===== src/rtl/scan_pkg.sv =====
// Shared types, constants and decode helper for the scan decoder slice.
package scan_pkg;

    // Largest channel count the decode helper can produce.
    localparam int MAX_CH = 64;

    // Encoding of the mode input.
    localparam logic MODE_MANUAL = 1'b0;
    localparam logic MODE_AUTO   = 1'b1;

    // Controller states: outputs parked, showing a channel, or dead-time.
    typedef enum logic [1:0] {
        IDLE   = 2'd0,
        ACTIVE = 2'd1,
        BLANK  = 2'd2
    } scan_state_e;

    // One-hot decode of idx over n_ch lines at the requested polarity.
    // Lines at and above n_ch are returned as 0; callers size-cast to N_CH.
    function automatic logic [MAX_CH-1:0] onehot_decode(
        input logic [31:0] idx,
        input int          n_ch,
        input logic        active_low
    );
        logic [MAX_CH-1:0] lines;
        lines = '0;
        for (int i = 0; i < MAX_CH; i++) begin
            if (i < n_ch) begin
                lines[i] = ((32'(i) == idx) != active_low);
            end
        end
        return lines;
    endfunction

endpackage


===== src/rtl/scan_prescaler.sv =====
// Dwell prescaler: counts 0..div while enabled and flags the terminal count.
module scan_prescaler #(
    parameter int DIV_W = 16
) (
    input  logic             clk,
    input  logic             rst_n,
    input  logic             clear,
    input  logic             enable,
    input  logic [DIV_W-1:0] div,
    output logic             tc
);

    logic [DIV_W-1:0] count;

    // A count already past div (div lowered mid-dwell) also terminates, so a
    // shrinking divide never forces a long wrap through the full counter range.
    assign tc = enable && !clear && (count >= div);

    // Counter register: clear has priority, terminal count restarts from 0.
    always_ff @(posedge clk or negedge rst_n) begin
        if (!rst_n) begin
            count <= '0;
        end else if (clear) begin
            count <= '0;
        end else if (enable) begin
            count <= tc ? '0 : count + 1'b1;
        end
    end

endmodule


===== src/rtl/scan_decoder.sv =====
// Registered N_CH select-line driver with manual/auto-scan and blanking.
module scan_decoder
    import scan_pkg::*;
#(
    parameter int SEL_W      = 2,
    parameter int N_CH       = 4,
    parameter int DIV_W      = 16,
    parameter int BLANK_CYC  = 1,
    parameter bit ACTIVE_LOW = 1'b1
) (
    input  logic             clk,
    input  logic             rst_n,
    input  logic             en,
    input  logic             mode,
    input  logic [SEL_W-1:0] sel_in,
    input  logic [DIV_W-1:0] div,
    output logic [N_CH-1:0]  y,
    output logic [SEL_W-1:0] idx,
    output logic             tick,
    output logic             wrap
);

    localparam int               BLANK_W      = (BLANK_CYC < 1) ? 1 : $clog2(BLANK_CYC + 1);
    localparam int               BLANK_LAST   = (BLANK_CYC > 0) ? BLANK_CYC - 1 : 0;
    localparam logic [BLANK_W-1:0] BLANK_LAST_V = BLANK_W'(BLANK_LAST);
    localparam logic [SEL_W-1:0] LAST_IDX     = SEL_W'(N_CH - 1);
    localparam logic [SEL_W:0]   N_CH_V       = (SEL_W + 1)'(N_CH);
    localparam logic [N_CH-1:0]  Y_IDLE       = {N_CH{ACTIVE_LOW}};
    localparam bit               HAS_BLANK    = (BLANK_CYC > 0);

    // Reject configurations where idx could not address every channel.
    generate
        if (N_CH < 2 || N_CH > (1 << SEL_W) || N_CH > MAX_CH || BLANK_CYC < 0 || DIV_W < 1) begin : g_bad_cfg
            $error("scan_decoder: illegal parameters (need 2 <= N_CH <= 2**SEL_W, BLANK_CYC >= 0)");
        end
    endgenerate

    scan_state_e         state;
    scan_state_e         state_next;
    logic [SEL_W-1:0]    idx_next;
    logic [BLANK_W-1:0]  blank_cnt;
    logic [BLANK_W-1:0]  blank_next;
    logic [N_CH-1:0]     y_next;
    logic                tick_next;
    logic                wrap_next;
    logic                sel_valid;
    logic                presc_run;
    logic                presc_tc;
    logic                show;

    assign sel_valid = ({1'b0, sel_in} < N_CH_V);

    // The prescaler only advances while a channel is being shown in auto mode;
    // any other situation holds it at zero so every dwell starts fresh.
    assign presc_run = en && (state == ACTIVE) && (mode == MODE_AUTO);

    scan_prescaler #(
        .DIV_W (DIV_W)
    ) u_prescaler (
        .clk    (clk),
        .rst_n  (rst_n),
        .clear  (!presc_run),
        .enable (presc_run),
        .div    (div),
        .tc     (presc_tc)
    );

    // Next-state, next-index and next-output logic; y is computed from the
    // values that will be registered so it moves together with state and idx.
    always_comb begin
        state_next = state;
        idx_next   = idx;
        blank_next = '0;
        wrap_next  = 1'b0;

        if (!en) begin
            state_next = IDLE;
        end else begin
            case (state)
                IDLE: begin
                    state_next = ACTIVE;
                    if (mode == MODE_MANUAL && sel_valid) begin
                        idx_next = sel_in;
                    end
                end
                ACTIVE: begin
                    if (mode == MODE_AUTO) begin
                        if (presc_tc) begin
                            idx_next   = (idx == LAST_IDX) ? '0 : idx + 1'b1;
                            wrap_next  = (idx == LAST_IDX);
                            state_next = HAS_BLANK ? BLANK : ACTIVE;
                        end
                    end else if (sel_valid && (sel_in != idx)) begin
                        idx_next   = sel_in;
                        state_next = HAS_BLANK ? BLANK : ACTIVE;
                    end
                end
                BLANK: begin
                    if (blank_cnt == BLANK_LAST_V) begin
                        state_next = ACTIVE;
                    end else begin
                        blank_next = blank_cnt + 1'b1;
                    end
                end
                default: begin
                    state_next = IDLE;
                end
            endcase
        end

        tick_next = (idx_next != idx);
        show      = (state_next == ACTIVE) && !((mode == MODE_MANUAL) && !sel_valid);
        y_next    = show ? N_CH'(onehot_decode(32'(idx_next), N_CH, ACTIVE_LOW)) : Y_IDLE;
    end

    // State and output registers; reset parks every line at the inactive level.
    always_ff @(posedge clk or negedge rst_n) begin
        if (!rst_n) begin
            state     <= IDLE;
            idx       <= '0;
            blank_cnt <= '0;
            tick      <= 1'b0;
            wrap      <= 1'b0;
            y         <= Y_IDLE;
        end else begin
            state     <= state_next;
            idx       <= idx_next;
            blank_cnt <= blank_next;
            tick      <= tick_next;
            wrap      <= wrap_next;
            y         <= y_next;
        end
    end

endmodule


===== config.mk =====
export PLATFORM = sky130hd
export DESIGN_NAME = scan_decoder
export DESIGN_NICKNAME = d
export VERILOG_FILES = /design/src/rtl/scan_pkg.sv /design/src/rtl/scan_prescaler.sv /design/src/rtl/scan_decoder.sv
export SDC_FILE = /design/constraint.sdc
export NUM_CORES = 1
export LEC_CHECK = 0
export BUFFER_PORTS_ARGS = -buffer_cell sky130_fd_sc_hd__buf_2
export CORE_AREA = 4 4 70 53
export DETAILED_ROUTE_END_ITERATION = 10
export DIE_AREA = 0 0 74 57
export GPL_ROUTABILITY_DRIVEN = 0
export GPL_TIMING_DRIVEN = 1
export PLACE_DENSITY = 0.83
export SYNTH_ARGS = -nofsm -noshare
export SYNTH_HDL_FRONTEND = slang
export SYNTH_SLANG_ARGS = --single-unit
export TNS_END_PERCENT = 5

===== constraint.sdc =====
create_clock -name clk -period 4.25 [get_ports clk]
set_input_delay 0.6375 -clock clk [delete_from_list [all_inputs] [get_ports clk]]
set_output_delay 0.6375 -clock clk [all_outputs]
set_load 0.005 [all_outputs]

## Word level (Yosys, flattened, before mapping)

Cells that the tools add are included.

- Bits in registers: 27
- Bits in latches: 0
- Bits in writable memories: 0
- Bits in read-only memories: 0
- Bits of input ports: 22
- Output and inout port bits: 8
- Memories kept: 0

- Add/subtract/negate cells: 3
- $mul: 0
- Divide/modulo/power cells: 0
- $lt $le $gt $ge: 1
- Eq/ne operators: 9
- Shift-type cells: 0
- Multiplexer cells: 23
- Bitwise logic cells: 4
- Reduce and logical (&&, ||, !) cells: 5

Operator list:

| operator | count |
|---|---|
| 16-bit 2-to-1 mux | 2 |
| 2-bit 2-to-1 mux | 11 |
| 16-bit by 1-bit adder with 16-bit output, second input constant | 1 |
| 16-bit greater-or-equal comparator | 1 |
| 1-bit 2-to-1 mux | 7 |
| 2-bit one-hot mux with 3 select lines | 1 |
| 2-bit by 1-bit equality test with 1-bit output, second input constant | 2 |
| 2-bit equality test, first input constant | 2 |
| 2-bit equality test, second input constant | 2 |
| 2-bit logical NOT | 2 |
| 4-bit 2-to-1 mux | 1 |
| 2-bit inequality test | 2 |
| 1-bit inverter | 4 |
| 2-bit one-hot mux with 2 select lines | 1 |
| 1-bit logical AND | 3 |
| 2-bit by 1-bit adder with 2-bit output, second input constant | 1 |
| 1-bit by 2-bit equality test with 1-bit output, first input constant | 1 |
| 1-bit adder, second input constant | 1 |

## Logic depth before layout (Yosys ltp)

- Depth in word-level cells: 11
- Mapped depth: 9

## Hierarchy

Synthesis repeated with hierarchy kept, for this count alone.

- Cell total of the unflattened synthesis: 201
- Area, all modules: 1,831.8 um^2

Modules (own cells, without submodules):

| module | instances | cells each | area each (um^2) | seq. area each (um^2) |
|---|---|---|---|---|
| scan_prescaler | 1 | 147 | 1,276.2 | 400.4 |
| scan_decoder | 1 | 54 | 555.5 | 255.2 |

## Worst setup path before layout

OpenSTA, ideal clock, no wires.

- Kind: input -> register
- From: input port div[2]
- To: register y[1]
- Setup time: 94 ps
- Arrival: 2,428 ps
- Data required time: 4,156 ps
- Setup slack: 1,727 ps
- Stages: 8
- Buffers on the path: 0
- Path through: inv_1 -> ha_1 -> a211oi_1 -> o21ai_1 -> a41oi_2 -> o211ai_1 -> a21oi_1 -> or4b_1

RTL lines:

| what | RTL line | source |
|---|---|---|
| start: declaration | scan_decoder.sv:16 | `input logic [DIV_W-1:0] div,` |
| 16-bit greater-or-equal comparator | scan_prescaler.sv:17 | `assign tc = enable && !clear && (count >= div);` |
| 1-bit logical AND | scan_prescaler.sv:17 |  |
| 2-bit 2-to-1 mux | scan_decoder.sv:88 | `if (presc_tc) begin` |
| 2-bit 2-to-1 mux | scan_decoder.sv:87 | `if (mode == MODE_AUTO) begin` |
| 2-bit one-hot mux with 3 select lines | scan_decoder.sv:79 | `case (state)` |
| 2-bit 2-to-1 mux | scan_decoder.sv:76 | `if (!en) begin` |
| net state_next[0] | scan_decoder.sv:39 | `scan_state_e state_next;` |
| 2-bit by 1-bit equality test with 1-bit output | scan_decoder.sv:112 | `show = (state_next == ACTIVE) && !((mode == MODE_MANUAL) && !sel_valid);` |
| 4-bit 2-to-1 mux | scan_decoder.sv:113 | `y_next = show ? N_CH'(onehot_decode(32'(idx_next), N_CH, ACTIVE_LOW)) : Y_IDLE;` |
| net y_next[1] | scan_decoder.sv:43 | `logic [N_CH-1:0] y_next;` |
| end signal: assignment | scan_decoder.sv:131 | `y <= y_next;` |
| end: declaration | scan_decoder.sv:17 | `output logic [N_CH-1:0] y,` |

The timed path passes the listed nets, and every way through them passes these cells.

## Worst setup path after layout

Ends and elaborated chain as after synthesis.

==> results.txt <==
The number of nets still failing antenna checks after routing is 0. The repair_antennas step left the layout with diodes totalling 0. The path class of the tightest hold or removal check is input pin to async pin. During synthesis, Yosys emitted a total of 0 warnings.

Clock tree synthesis found a total of 26 sinks. Among all stages on the critical path, the largest delay is contributed by sky130_fd_sc_hd__or4b_1. Setup violations remaining at the end of the flow were counted as 0.

In this run, synthesis inferred 0 flip-flops with an integrated enable. The cell count after synthesis came out at 193. The largest net degree at the start of global routing is 27, and the number of port buffers is 29. The worst setup path is of the input pin to register kind. The power per unit of standard cell area works out to 254 nW/um^2.

The most instantiated flip-flop cell in the synthesis netlist is sky130_fd_sc_hd__dfrtp_1. The worst setup path is captured at a register. The HPWL after detailed placement is 2590 um. No sink is reached through more buffers than the 2 on the longest clock path. The final critical path time including I/O delays and setup was 2620 ps. The proportion of synthesized chip area in sequential cells was 37.1%. In this run the static leakage power is 0.965 nW. The first detailed-routing pass ran for 4 iterations. The delay of the slowest cell on the worst path is 500 ps, and the number of buffer and inverter stages on the critical path is 2. After detailed routing, the average wire length per cell comes to 13.1 um. TritonCTS built the clock tree.

The total count of max-transition violations in the final report came out at 0. Setup repair after global routing left no endpoint under its margin. The first global-routing pass estimated 6050 um of wire. The switching part of the total power is 25.0%, and the achievable frequency is 381 MHz. In the routed design, unresolved DRC markers number 0.

The signed area change from the synthesized netlist to the final layout is 12.8%, and the width of the chip is 74 um. The count of standard-cell rows is 17, and the placed instance area is 1940 um^2. At the end of the flow the core is filled with cells to 65.4%.

Counting flops and latches in the post-synthesis netlist gives 26. The tools report the root cell of the clock tree as sky130_fd_sc_hd__clkbuf_8. Across the run, the number of max-cap violations was 0. H-tree level count: 1. Yosys mapped the design onto 43 distinct sky130hd cell types.

In this run, the number of DRC markers left after iteration 0 of detailed routing was 62. The logs give 0 for the number of buffers added for setup after CTS and 256 for the cell count after placement. In the final routing, the length of wire on met1 measures 1720 um.

Grouping stages by cell kind, the critical path spends the most delay in compound AO/OA/AOI/OAI gates. The top cell types in the final layout, fill and taps aside, are sky130_fd_sc_hd__buf_2 (29), sky130_fd_sc_hd__nor2_1 (26), sky130_fd_sc_hd__dfrtp_1 (22), sky130_fd_sc_hd__ha_1 (18), sky130_fd_sc_hd__nand2_1 (17). Sequential cells account for 52.9% of the total power. The share of power burned in combinational logic is 16.3%, and the post-synthesis area per instance is 9.15 um^2. The run gives 30 as the I/O pin total. The internal power of the cells totals 0.379 mW. The via count was 1423. For the quantity of gates resized following cts, the log shows 0. The number of antenna violations at the first check in global routing came out at 0. Clock-pin slew was measured on the worst setup and hold paths at 90 ps. The run gives 0 as the number of endpoints with negative hold slack in the final report.

Data arrives at the worst endpoint at 2800 ps. The die covers 4220 um^2. The tools report the kind of start point of the critical path as an input pin.

The highest metal layer carrying signal wires in the routed design is met4. The number of global-route vias before repair was 1375; the final global-route overflow total was 0. IR analysis of the VDD net gives a maximum drop of 0.000215 V. The number of hold-repair buffers added at the cts stage is 0, and the area of the core region is 3040 um^2.

Leaving out filler cells and counting taps, the final layout contains 260. The floorplan step set the die height to 57 um. The worst hold slack across all endpoints is 349 ps, and the clock network fraction of total power is 30.8%.

For the finished layout cell area, the log shows 1990 um^2. Summed over all nets, the switching power comes to 0.126 mW. The number of nets in the synthesized netlist is 233. The synthesized netlist occupies a cell area of 1770 um^2. In the routed layout, each cell is associated on average with a via count of 5.47. Of the cells placed in the final design, the portion with a size suffix greater than 1 is 20.7%.

For this run, asynchronously set or reset flops after synthesis account for 100%. The TritonCTS buffer count came out at 3. The final setup skew was 7.18 ps. The worst pin sits at a relative slew slack of 62.3%. Once the floorplan was initialized, standard cells occupied 58.0% of the core. The flow ran to the end, and the final reports show no timing, DRC or antenna violations. Wire segments on met3 add up to 145 um in the final route. For the total routing resource utilization after global routing, the log shows 17.8%.

The largest fanout of any net on the critical path works out to 5. For the pin with the worst max-slew slack, the measured transition is 566 ps. The total met2 wirelength after detailed routing is 1530 um, and the number of nets in the final layout is 263.

The logs give 4430 ps for the endpoint required time on the critical path and 270 ps for the clock network latency to the later pin of the worst-skew pair. The period utilization came out at 61.7%. For the wire length after detailed routing, the log shows 3410 um. The signal on the critical path passes through buf_2, inv_1, ha_1, a211oi_1, o21ai_1, a41oi_2, o211ai_1, a21oi_1, or4b_1. Setup total negative slack on the finished layout was measured at 0 ps. Most common cell after layout, fill and taps aside: sky130_fd_sc_hd__buf_2.
## power groups by stage
| stage | logic [mW] | clock network [mW] | registers, mW |
|---|---|---|---|
| after floorplan | 0.0543 | 0 | 0.269 |
| after global placement | 0.0814 | 0 | 0.272 |
| after detailed placement | 0.0830 | 0 | 0.272 |
| after CTS | 0.0839 | 0.160 | 0.268 |
| after global routing | 0.0952 | 0.170 | 0.269 |
| final | 0.0826 | 0.155 | 0.267 |
## synth_stat cells, drive strengths merged, types with 2 or more instances
cell type,count,area [um^2]
nor2,26,97.6
dfrtp,22,551
ha,18,225
nand2,18,75.1
inv,16,60.1
xor2,11,96.3
a21oi,10,50.1
nand3,7,35.0
o21ai,7,46.3
xnor2,6,52.6
nand4,5,31.3
and3,4,25.0
dfstp,4,105
nand2b,4,25.0
o211ai,4,30.0
clkbuf,3,11.3
and2,2,15.0
and4,2,17.5
nor2b,2,12.5
o21a,2,15.0
o221ai,2,17.5
## layout make-up
| type | count | area, um^2 |
|---|---|---|
| inverter | 16 | 60.1 |
| tap | 38 | 47.5 |
| timing repair buffer | 29 | 145 |
| clock buffer | 4 | 55.1 |
| sequential | 26 | 656 |
| multi-input combinational | 147 | 1030 |
| fill | 268 | 1050 |
## cell families (layout without fill, tap and decap cells)
family                   after synthesis  count (layout)  synth area share (%)
AND/OR/NAND/NOR                       78              78                  22.9
AO/OA/AOI/OAI                         32              32                  12.9
flip-flops                            26              26                  37.1
buffers and inverters                 20              49                  4.68
adder cells (fa/ha/maj)               18              18                  12.8
XOR/XNOR                              17              17                  8.43
multiplexers                           2               2                  1.20
## per-stage QoR
stage,power [mW],setup WS (ps)
4_1_cts,0.511,1650
5_1_grt,0.535,1480
6_report,0.506,1630
3_3_place_gp,0.353,1530
2_1_floorplan,0.323,1730
3_5_place_dp,0.355,1430
## worst register-to-register path: cells and delay by family (launching register included)
kind	cells	cell delay, ps
AO/OA/AOI/OAI	5	1270
AND/OR/NAND/NOR	1	500
adder cells (fa/ha/maj)	1	320
flip-flops	1	450
## registers in the layout (all words and copies together), names as in the netlist
signal	count
u_prescaler.count	16
idx	2
tick	1
state	2
y	4
wrap	1
## layer usage
| layer | up-vias | track usage (%) |
|---|---|---|
| met2 | 30 | 28.0 |
| met1 | 668 | 25.7 |
| met5 | - | 0 |
| met4 | 0 | 2.33 |
| met3 | 2 | 4.23 |
| li1 | 723 | - |
## path summary, 6_finish.rpt
path                                       start                    end  slack [ps]  cells after the start
max                                       div[2]                   y[1]        1630                      9
min                                        rst_n   u_prescaler.count[8]         350                      1
max reg2reg                 u_prescaler.count[2]                   y[1]        1640                      7
min reg2reg                u_prescaler.count[15]  u_prescaler.count[15]         560                      2
max in group asynchronous                  rst_n                   y[3]        3520                      1
min in group clk           u_prescaler.count[15]  u_prescaler.count[15]         560                      2
Power figures use the tool's default switching activity.
